$ cat config.mk
export PLATFORM = sky130hd
export DESIGN_NAME = mips_run_ctrl
export DESIGN_NICKNAME = d
export VERILOG_FILES = /design/src/rtl/mips_run_pkg.sv /design/src/rtl/mips_run_ctrl_halt_detect.sv /design/src/rtl/mips_run_ctrl.sv
export SDC_FILE = /design/constraint.sdc
export NUM_CORES = 1
export LEC_CHECK = 0
export CORE_ASPECT_RATIO = 0.9
export CORE_MARGIN = 1
export CORE_UTILIZATION = 45
export DETAILED_ROUTE_END_ITERATION = 16
export GPL_ROUTABILITY_DRIVEN = 1
export PLACE_DENSITY = 0.68
export SKIP_CTS_REPAIR_TIMING = 1
export SLEW_MARGIN = 20
export SYNTH_ARGS = -nofsm -noshare
export SYNTH_HDL_FRONTEND = slang
export SYNTH_HIERARCHICAL = 1
export SYNTH_SLANG_ARGS = --single-unit
$ cat constraint.sdc
create_clock -name clk -period 3.4 [get_ports clk]
set_clock_uncertainty 0.15 [all_clocks]
set_input_delay 0.85 -clock clk [delete_from_list [all_inputs] [get_ports clk]]
set_output_delay 0.85 -clock clk [all_outputs]
set_load 0.02 [all_outputs]
$ cat src/rtl/mips_run_pkg.sv
// Shared types and elaboration helpers for the MIPS run controller.
package mips_run_pkg;

    // Sequencer states
    typedef enum logic [2:0] {
        ST_IDLE,
        ST_HOLD,
        ST_RUN,
        ST_HALTED,
        ST_TIMEOUT
    } run_state_e;

    // Width of the hold counter: it must reach the release point of the last core
    function automatic int hold_cnt_width(input int rst_cycles, input int num_cores,
                                          input int stagger);
        return $clog2(rst_cycles + (num_cores - 1) * stagger + 1);
    endfunction

    // Legal parameter combinations for the controller
    function automatic bit params_ok(input int num_cores, input int rst_cycles,
                                     input int halt_repeat, input int max_cycles);
        return (num_cores >= 1) && (num_cores <= 8) && (rst_cycles >= 1)
            && (halt_repeat >= 2) && (max_cycles >= 1);
    endfunction

endpackage

$ cat src/rtl/mips_run_ctrl_halt_detect.sv
// Program-completion detector: PC self-loop (repeated PC) or fixed halt address.
module mips_halt_detect
    import mips_run_pkg::*;
#(
    parameter int              PC_W        = 32,
    parameter int              HALT_REPEAT = 3,
    parameter int              HALT_PC_EN  = 0,
    parameter logic [PC_W-1:0] HALT_PC     = PC_W'(32'h0000_3000)
) (
    input  logic            clk,
    input  logic            rst_n,
    input  logic            i_en,
    input  logic            i_pc_valid,
    input  logic [PC_W-1:0] i_pc,
    output logic            o_halt_hit
);

    localparam int              REP_W    = $clog2(HALT_REPEAT);
    localparam logic [REP_W-1:0] REP_LAST = REP_W'(HALT_REPEAT - 1);

    logic [PC_W-1:0]  r_last_pc;
    logic [REP_W-1:0] r_rep_cnt;
    logic             w_same;
    logic             w_rep_hit;
    logic             w_pc_hit;

    // rep_cnt already at HALT_REPEAT-1 plus one more matching PC completes the run
    assign w_same     = (i_pc == r_last_pc);
    assign w_rep_hit  = i_pc_valid && w_same && (r_rep_cnt >= REP_LAST);
    assign w_pc_hit   = (HALT_PC_EN != 0) && i_pc_valid && (i_pc == HALT_PC);
    assign o_halt_hit = i_en && (w_rep_hit || w_pc_hit);

    // Track the current PC run length; forget history whenever the core is not running
    always_ff @(posedge clk or negedge rst_n) begin
        // NOTE: sequential state uses non-blocking assignments so every register
        // samples the pre-edge values regardless of statement order.
        if (!rst_n) begin
            r_last_pc <= '0;
            r_rep_cnt <= '0;
        end else if (!i_en) begin
            r_last_pc <= '0;
            r_rep_cnt <= '0;
        end else if (i_pc_valid) begin
            if (w_same) begin
                if (r_rep_cnt != REP_LAST) r_rep_cnt <= r_rep_cnt + 1'b1;
            end else begin
                r_last_pc <= i_pc;
                r_rep_cnt <= REP_W'(1);
            end
        end
    end

endmodule

$ cat src/rtl/mips_run_ctrl.sv
// Run controller: staggered core reset release, cycle counting, halt and watchdog.
module mips_run_ctrl
    import mips_run_pkg::*;
#(
    parameter int              NUM_CORES   = 1,
    parameter int              PC_W        = 32,
    parameter int              CNT_W       = 32,
    parameter int              RST_CYCLES  = 4,
    parameter int              STAGGER     = 0,
    parameter int              HALT_REPEAT = 3,
    parameter int              HALT_PC_EN  = 0,
    parameter logic [PC_W-1:0] HALT_PC     = PC_W'(32'h0000_3000),
    parameter int              MAX_CYCLES  = 100000
) (
    input  logic                 clk,
    input  logic                 reset,
    input  logic                 start,
    input  logic                 abort,
    input  logic                 pc_valid,
    input  logic [PC_W-1:0]      pc,
    output logic [NUM_CORES-1:0] core_rst_n,
    output logic                 running,
    output logic                 halted,
    output logic                 timeout,
    output logic [CNT_W-1:0]     cycle_count,
    output logic [PC_W-1:0]      halt_pc
);

    localparam int                HOLD_W    = hold_cnt_width(RST_CYCLES, NUM_CORES, STAGGER);
    localparam logic [HOLD_W-1:0] HOLD_LAST = HOLD_W'(RST_CYCLES + (NUM_CORES - 1) * STAGGER);
    localparam logic [CNT_W-1:0]  WD_LAST   = CNT_W'(MAX_CYCLES - 1);

    if (!params_ok(NUM_CORES, RST_CYCLES, HALT_REPEAT, MAX_CYCLES)) begin : g_bad_params
        $error("mips_run_ctrl: illegal parameter combination");
    end

    run_state_e            r_state;
    logic [HOLD_W-1:0]     r_hold_cnt;
    logic [NUM_CORES-1:0]  r_core_rst_n;
    logic                  r_running;
    logic                  r_halted;
    logic                  r_timeout;
    logic [CNT_W-1:0]      r_cycle_count;
    logic [PC_W-1:0]       r_halt_pc;

    logic [HOLD_W-1:0]     w_hold_next;
    logic [NUM_CORES-1:0]  w_release;
    logic [CNT_W-1:0]      w_cnt_next;
    logic                  w_run;
    logic                  w_halt_hit;

    assign w_hold_next = r_hold_cnt + 1'b1;
    assign w_cnt_next  = (&r_cycle_count) ? r_cycle_count : r_cycle_count + 1'b1;
    assign w_run       = (r_state == ST_RUN);

    // Per-core release strobe: core i leaves reset when the hold count hits its slot
    always_comb begin
        // NOTE: default first so every bit is assigned on every pass and no latch is inferred.
        w_release = '0;
        for (int i = 0; i < NUM_CORES; i++) begin
            w_release[i] = (w_hold_next == HOLD_W'(RST_CYCLES + i * STAGGER));
        end
    end

    mips_halt_detect #(
        .PC_W        (PC_W),
        .HALT_REPEAT (HALT_REPEAT),
        .HALT_PC_EN  (HALT_PC_EN),
        .HALT_PC     (HALT_PC)
    ) u_halt_detect (
        .clk        (clk),
        .rst_n      (reset),
        .i_en       (w_run),
        .i_pc_valid (pc_valid),
        .i_pc       (pc),
        .o_halt_hit (w_halt_hit)
    );

    // Sequencer FSM with all outputs registered; abort overrides every other event
    always_ff @(posedge clk or negedge reset) begin
        if (!reset) begin
            r_state       <= ST_IDLE;
            r_hold_cnt    <= '0;
            r_core_rst_n  <= '0;
            r_running     <= 1'b0;
            r_halted      <= 1'b0;
            r_timeout     <= 1'b0;
            r_cycle_count <= '0;
            r_halt_pc     <= '0;
        end else if (abort) begin
            r_state      <= ST_IDLE;
            r_core_rst_n <= '0;
            r_running    <= 1'b0;
        end else begin
            case (r_state)
                ST_IDLE, ST_HALTED, ST_TIMEOUT: begin
                    if (start) begin
                        r_state       <= ST_HOLD;
                        r_hold_cnt    <= '0;
                        r_core_rst_n  <= '0;
                        r_halted      <= 1'b0;
                        r_timeout     <= 1'b0;
                        r_cycle_count <= '0;
                        r_halt_pc     <= '0;
                    end
                end
                ST_HOLD: begin
                    r_hold_cnt   <= w_hold_next;
                    r_core_rst_n <= r_core_rst_n | w_release;
                    if (w_hold_next == HOLD_LAST) begin
                        r_state   <= ST_RUN;
                        r_running <= 1'b1;
                    end
                end
                ST_RUN: begin
                    r_cycle_count <= w_cnt_next;
                    if (w_halt_hit) begin
                        r_state   <= ST_HALTED;
                        r_halted  <= 1'b1;
                        r_halt_pc <= pc;
                        r_running <= 1'b0;
                    end else if (r_cycle_count == WD_LAST) begin
                        r_state   <= ST_TIMEOUT;
                        r_timeout <= 1'b1;
                        r_running <= 1'b0;
                    end
                end
                default: begin
                    r_state      <= ST_IDLE;
                    r_core_rst_n <= '0;
                    r_running    <= 1'b0;
                end
            endcase
        end
    end

    assign core_rst_n  = r_core_rst_n;
    assign running     = r_running;
    assign halted      = r_halted;
    assign timeout     = r_timeout;
    assign cycle_count = r_cycle_count;
    assign halt_pc     = r_halt_pc;

endmodule

==> impl_metrics.env <==
export IMPL_initial_utilization_pct=46.57
export IMPL_first_global_vias=4674
export IMPL_routabilityCongestion=0.8355
export IMPL_placement_io_buffers=104
export IMPL_mostFrequentLayoutCell="sky130_fd_sc_hd__dfrtp_1"
export IMPL_synth_seq_area_share_pct=47.68
export IMPL_endpoint_kind="register"
export IMPL_crit_path_max_fanout=4
export IMPL_worst_ir_drop_vdd_uv=270.8
export IMPL_htree_levels=3
export IMPL_max_cap_viol_count=0
export IMPL_hold_path_class="input port to asynchronous set/reset pin"
export IMPL_slew_viol_final=0
export IMPL_final_period_utilization_pct=90.13
export IMPL_drt_total_wl_mm=14.63
export IMPL_synth_edf_count=0
export IMPL_clock_tree_from_tritoncts="built"
export IMPL_number_of_remaining_drc_errors=0
export IMPL_global_routing_met1_resource_utilization_pct=33.65
export IMPL_drt_antenna_violating_nets=0
export IMPL_groute_usage_overall_pct=23.62
export IMPL_antenna_found_initial=0
export IMPL_leakagePower_nw=2.992
export IMPL_path_class="input port to register"
export IMPL_setup_violations=0
export IMPL_cts_root_buffer="sky130_fd_sc_hd__clkbuf_16"
export IMPL_routedWlPerCell_um=17.69
export IMPL_synth_ff_latch_count=108
export IMPL_cp_data_arrival_time_ns=3.16
export IMPL_finalWorstPathRequiredPeriod_ns=3.064
export IMPL_power_mw=2.506
export IMPL_clkTransAtPathRegs_ns=0.07
export IMPL_ioPinCount=105
export IMPL_post_synthesis_mean_instance_area_um2=9.926
export IMPL_synthesis_yosys_warnings=6
export IMPL_overflow=0
export IMPL_asyncSetResetFlopFracSynth_pct=100.0
export IMPL_design_die_area_um2=13050
export IMPL_fp_dieW_um=120.3
export IMPL_critPathLaunchType="input port"
export IMPL_synth_area_um2=5668
export IMPL_finish_utilization_pct=59.23
export IMPL_placement_rows=38
export IMPL_numClockSinks=108
export IMPL_drt_iter0_drc=431
export IMPL_yosys_most_used_dff="sky130_fd_sc_hd__dfrtp_1"
export IMPL_power_density_cell_area_nw_per_um2=347.6
export IMPL_coreArea_um2=12170
export IMPL_clkLatencyLatePin_ns=0.36
export IMPL_critPathRequiredTime_ns=3.49
export IMPL_timing_fmax_mhz=326.3
export IMPL_num_vias=4819
export IMPL_layout_drive_gt1_share_pct=6.597
export IMPL_synth_fp_nets=612
export IMPL_max_slew_margin_rel_pct=51.22
export IMPL_area_delta_synth_final_pct=27.20
export IMPL_die_height_um=108.5
export IMPL_final_net_count=704
export IMPL_layout_cells_most_common_list="sky130_fd_sc_hd__dfrtp_1, sky130_fd_sc_hd__clkdlybuf4s50_1, sky130_fd_sc_hd__nand2_1, sky130_fd_sc_hd__o31ai_1, sky130_fd_sc_hd__mux2i_1"
export IMPL_global_route_usage_met2_pct=35.96
export IMPL_gr_max_usage_layer="met2"
export IMPL_rsz0062_at_grt="false"
export IMPL_avgViaCountPerCell=5.827
export IMPL_synthCells=571
export IMPL_tritoncts_num_buffers=9
export IMPL_worst_r2r_setup_slack_ns=0.69
export IMPL_dr_pass1_iters=5
export IMPL_grt_pass1_wl_mm=24.08
export IMPL_finalHoldViolations=0
export IMPL_worstMarginPinSlew_ns=0.7250
export IMPL_antenna_cells_inserted=0
export IMPL_grt_max_degree=69
export IMPL_clock_path_buffers=2
export IMPL_ys_types=56
export IMPL_run_status="finished clean"
export IMPL_dp_hpwl_mm=10.02
export IMPL_num_fill_cells=1063
export IMPL_global_route_met3_usage_pct=5.432
worst max-delay path, cell delays in order:
cell                              delay (ns)
sky130_fd_sc_hd__clkdlybuf4s50_1        0.47
sky130_fd_sc_hd__xnor2_1                0.23
sky130_fd_sc_hd__nand4_1                0.20
sky130_fd_sc_hd__nor4_2                 0.37
sky130_fd_sc_hd__nand2_1                0.11
sky130_fd_sc_hd__nor2_1                 0.28
sky130_fd_sc_hd__or3_1                  0.21
sky130_fd_sc_hd__o211ai_2               0.12
sky130_fd_sc_hd__a211o_1                0.32
report_power, final:
| group | internal, mW | switching [mW] |
|---|---|---|
| logic | 0.0934 | 0.116 |
| registers | 1.30 | 0.0127 |
| clock network | 0.498 | 0.491 |
| total | 1.89 | 0.620 |
path summary, 6_finish.rpt:
| kind | startpoint | end | cells past startpoint |
|---|---|---|---|
| min in group clk | r_hold_cnt[2]$_DFFE_PN0P_ | r_hold_cnt[2]$_DFFE_PN0P_ | 1 |
| worst min-delay path | reset | cycle_count[16]$_DFFE_PN0P_ | 1 |
| max in group asynchronous | reset | halt_pc[8]$_DFFE_PN0P_ | 2 |
| worst max-delay path | pc[19] | r_state[1]$_DFFE_PN0P_ | 9 |
| worst max register to register | cycle_count[21]$_DFFE_PN0P_ | cycle_count[12]$_DFFE_PN0P_ | 6 |
| worst min register to register | r_hold_cnt[2]$_DFFE_PN0P_ | r_hold_cnt[2]$_DFFE_PN0P_ | 1 |
registers in the layout, indices dropped and copies added, names as in the netlist:
signal                   cells
u_halt_detect/r_last_pc     32
running                      1
core_rst_n                   1
r_state                      3
u_halt_detect/r_rep_cnt      2
timeout                      1
halted                       1
r_hold_cnt                   3
cycle_count                 32
halt_pc                     32
synthesized netlist by cell type, drive strengths merged, types with 9 or more instances:
cell    instances  area share [%]
nand3          13             1.1
a22o           33             5.1
nor2           19             1.3
a31oi          10             1.1
mux2i          34             6.0
a21oi          18             1.7
buf            15             1.7
nand4          17             1.9
xnor2          32             4.9
dfrtp         108              48
o31ai          42             5.6
nand2b          9            0.99
o21ai          16             1.4
nand2          93             6.2
nor4           12             1.8
clkbuf         25             1.7
cell type report:
type / instances / area, um2 / area share [%]
clock buffer: 10 / 229.0 / 3.176
clock inverter: 5 / 37.54 / 0.5207
inverter: 8 / 30.03 / 0.4165
multi-input combinational: 415 / 2769 / 38.41
sequential: 108 / 2703 / 37.49
tap: 160 / 200.2 / 2.777
timing repair buffer: 121 / 1241 / 17.22
layer usage:
metal  wire length (um)  vias to the layer above
met5                  0                        -
met4                141                        0
met3                761                       14
met2               6854                      139
met1               6870                     2379
li1                   -                     2287
metrics by stage:
stage	worst slack, ns	instances	cell area, um2	setup TNS (ns)	hold slack (ns)
after detailed placement	-0.008825	812	6943	-0.008825	0.3308
after floorplan	0.6104	571	5668	0	0.3094
after CTS	0.3549	827	7209	0	0.3381
final	0.3357	827	7209	0	0.3223
after global placement	0.08230	812	6943	0	0.3254
after global routing	0.2053	827	7209	0	0.3515
cells by family after synthesis:
group | Yosys count | share of synthesized area [%]
compound gates | 143 | 18.39
mux | 34 | 6.004
simple gates | 201 | 18.01
buf+inv | 48 | 3.929
flops | 108 | 47.68
fa+ha+maj | 4 | 0.8830
xor+xnor | 33 | 5.099
No activity file was read; power rests on OpenSTA's default activity.
==> RTL edit, RTL diff (same settings) <==
`HALT_PC_EN` is set to 0 in 2 places; all go to 1.
--- a/src/rtl/mips_run_ctrl_halt_detect.sv
+++ b/src/rtl/mips_run_ctrl_halt_detect.sv
@@ -4,7 +4,7 @@
 #(
     parameter int              PC_W        = 32,
     parameter int              HALT_REPEAT = 3,
-    parameter int              HALT_PC_EN  = 0,
+    parameter int              HALT_PC_EN  = 1,
     parameter logic [PC_W-1:0] HALT_PC     = PC_W'(32'h0000_3000)
 ) (
     input  logic            clk,
--- a/src/rtl/mips_run_ctrl.sv
+++ b/src/rtl/mips_run_ctrl.sv
@@ -8,7 +8,7 @@
     parameter int              RST_CYCLES  = 4,
     parameter int              STAGGER     = 0,
     parameter int              HALT_REPEAT = 3,
-    parameter int              HALT_PC_EN  = 0,
+    parameter int              HALT_PC_EN  = 1,
     parameter logic [PC_W-1:0] HALT_PC     = PC_W'(32'h0000_3000),
     parameter int              MAX_CYCLES  = 100000
 ) (
Formal check against the unedited RTL: not equivalent (Yosys sat finds a counterexample within 10 cycles, from zero or initial values and one cycle with reset low).
==> RTL edit against the unedited design <==
Total power increased by 4.2%; setup slack worse by 0.060 ns; combinational power grew 10%; via count up 5.3%; routed wire length up 5.4%; utilization grew 1.3 points; register-to-register slack got worse by 0.12 ns; synthesized area rose by 1.3%; final area is 3.0% higher; critical path depth is 1 higher; sequential cell count unchanged; worst hold slack worse by 0.052 ns; clock power is 8% higher; highest routed layer unchanged.
==> RTL edit: results (changes against the unedited design) <==
| Metric | Value |
|---|---|
| DRT iter0 DRCs | `463 (+7.4%)` |
| Buffers excl. clock | `138 (+14%)` |
| Fmax | `0.320 GHz (-1.9%)` |
| Psw | `617 uW (-0.37%)` |
| Mux contribution to synthesized area | `5.93% (-0.078 points)` |
| FF-to-FF Start | `cycle_count[0]$_DFFE_PN0P_` |
| Adder-Cell Fraction of Synth Area | `0.871% (-0.012 points)` |
| Mapped Cells | `582 (+1.9%)` |
| Fraction of area in multi-input gates | `38.3% (-0.096 points)` |
| Clk pwr share | `41.0% (+1.5 points)` |
| Setup crit start | `pc[17]` |
| Fill count | `1058 (-0.47%)` |
| Data arrival time of the worst path | `3.26 ns (+0.10 ns)` |
| Outcome | `finished, final reports clean` |
| Slew HR | `45.3% (-6.0 points)` |
| Distinct cells, synth | `57 (+1.8%)` |
| Share of cells above drive strength 1 | `9.05% (+2.5 points)` |
| Reg2reg path depth | `7 (+1)` |
| P_leak | `0.00309 uW (+3.2%)` |
| Layout Nets | `732 (+4.0%)` |
| GRT Total Usage | `24.8% (+1.2 points)` |
| Sequential share of the synthesized area | `47.1% (-0.62 points)` |
| Worst R2R Setup Slack | `0.57 ns (-0.12 ns)` |
| Design area | `7420 um^2 (+3.0%)` |
| Clock buf/inv share | `4.08% (+0.38 points)` |
| Vias in the first global route | `5058 (+8.2%)` |
| Area contributors post-synth | `dfrtp_1, nand2_1, mux2i_1, o31ai_1, a22o_1` |
| Crit Path Max Fanout | `30 (+26)` |
| DPL Wire Length | `10.9 mm (+8.6%)` |
| Average vias per placed instance | `5.93 (+1.7%)` |
| Clock buffer count | `11 (+1)` |
| CTS H-tree depth | `3 (unchanged)` |
| Placer congestion estimate | `0.870 (+4.1%)` |
| First-pass GRT wire length | `25.8 mm (+7.1%)` |
| Data buffer area share | `18.1% (+0.89 points)` |
| Largest net degree at the start of global routing | `67 (-2.9%)` |
| Worst skew pair latency | `0.34 ns (-0.02 ns)` |
| Reg-to-Reg End | `cycle_count[11]$_DFFE_PN0P_` |
| Pre-CTS WS | `-0.0469 ns (-0.0381 ns)` |
| Synth Area in XOR/XNOR | `5.03% (-0.067 points)` |
| Synth Area in Compound Gates | `18.2% (-0.15 points)` |
| Placed Area | `7120 um^2 (+2.6%)` |
| CP peak stage delay | `0.51 ns (+0.04 ns)` |
| Combinational group power | `232 uW (+10%)` |
| Num CTS Buffers | `9 (unchanged)` |
| Via count | `5073 (+5.3%)` |
| Placed cells | `840 (+3.4%)` |
| CP top delay family | `buffers and inverters` |
| Post-synth net total | `623 (+1.8%)` |
| Max IR drop VDD | `277 uV (+2.2%)` |
| Clk sinks | `108 (unchanged)` |
| Setup crit end | `halt_pc[31]$_DFFE_PN0P_` |
==> RTL edit: routing by layer <==
metal / routed length [um] / GRT usage, % / vias up
met5: 0 / 0 / -
met2: 7240 / 40.3 / 167
met1: 7200 / 34.8 / 2516
met4: 127 / 5.11 / 0
met3: 851 / 4.18 / 9
li1: - / - / 2381
==> RTL edit: worst min path at each step <==
| stage | to | slack, ns | cells past startpoint |
|---|---|---|---|
| 5_1_grt | r_hold_cnt[1]$_DFFE_PN0P_ | 0.28 | 1 |
| 4_1_cts | r_hold_cnt[1]$_DFFE_PN0P_ | 0.28 | 1 |
| 3_5_place_dp | r_hold_cnt[2]$_DFFE_PN0P_ | 0.34 | 1 |
| 2_1_floorplan | r_hold_cnt[2]$_DFFE_PN0P_ | 0.31 | 1 |
| 6_report | r_hold_cnt[1]$_DFFE_PN0P_ | 0.27 | 1 |
| 3_3_place_gp | r_hold_cnt[2]$_DFFE_PN0P_ | 0.33 | 1 |
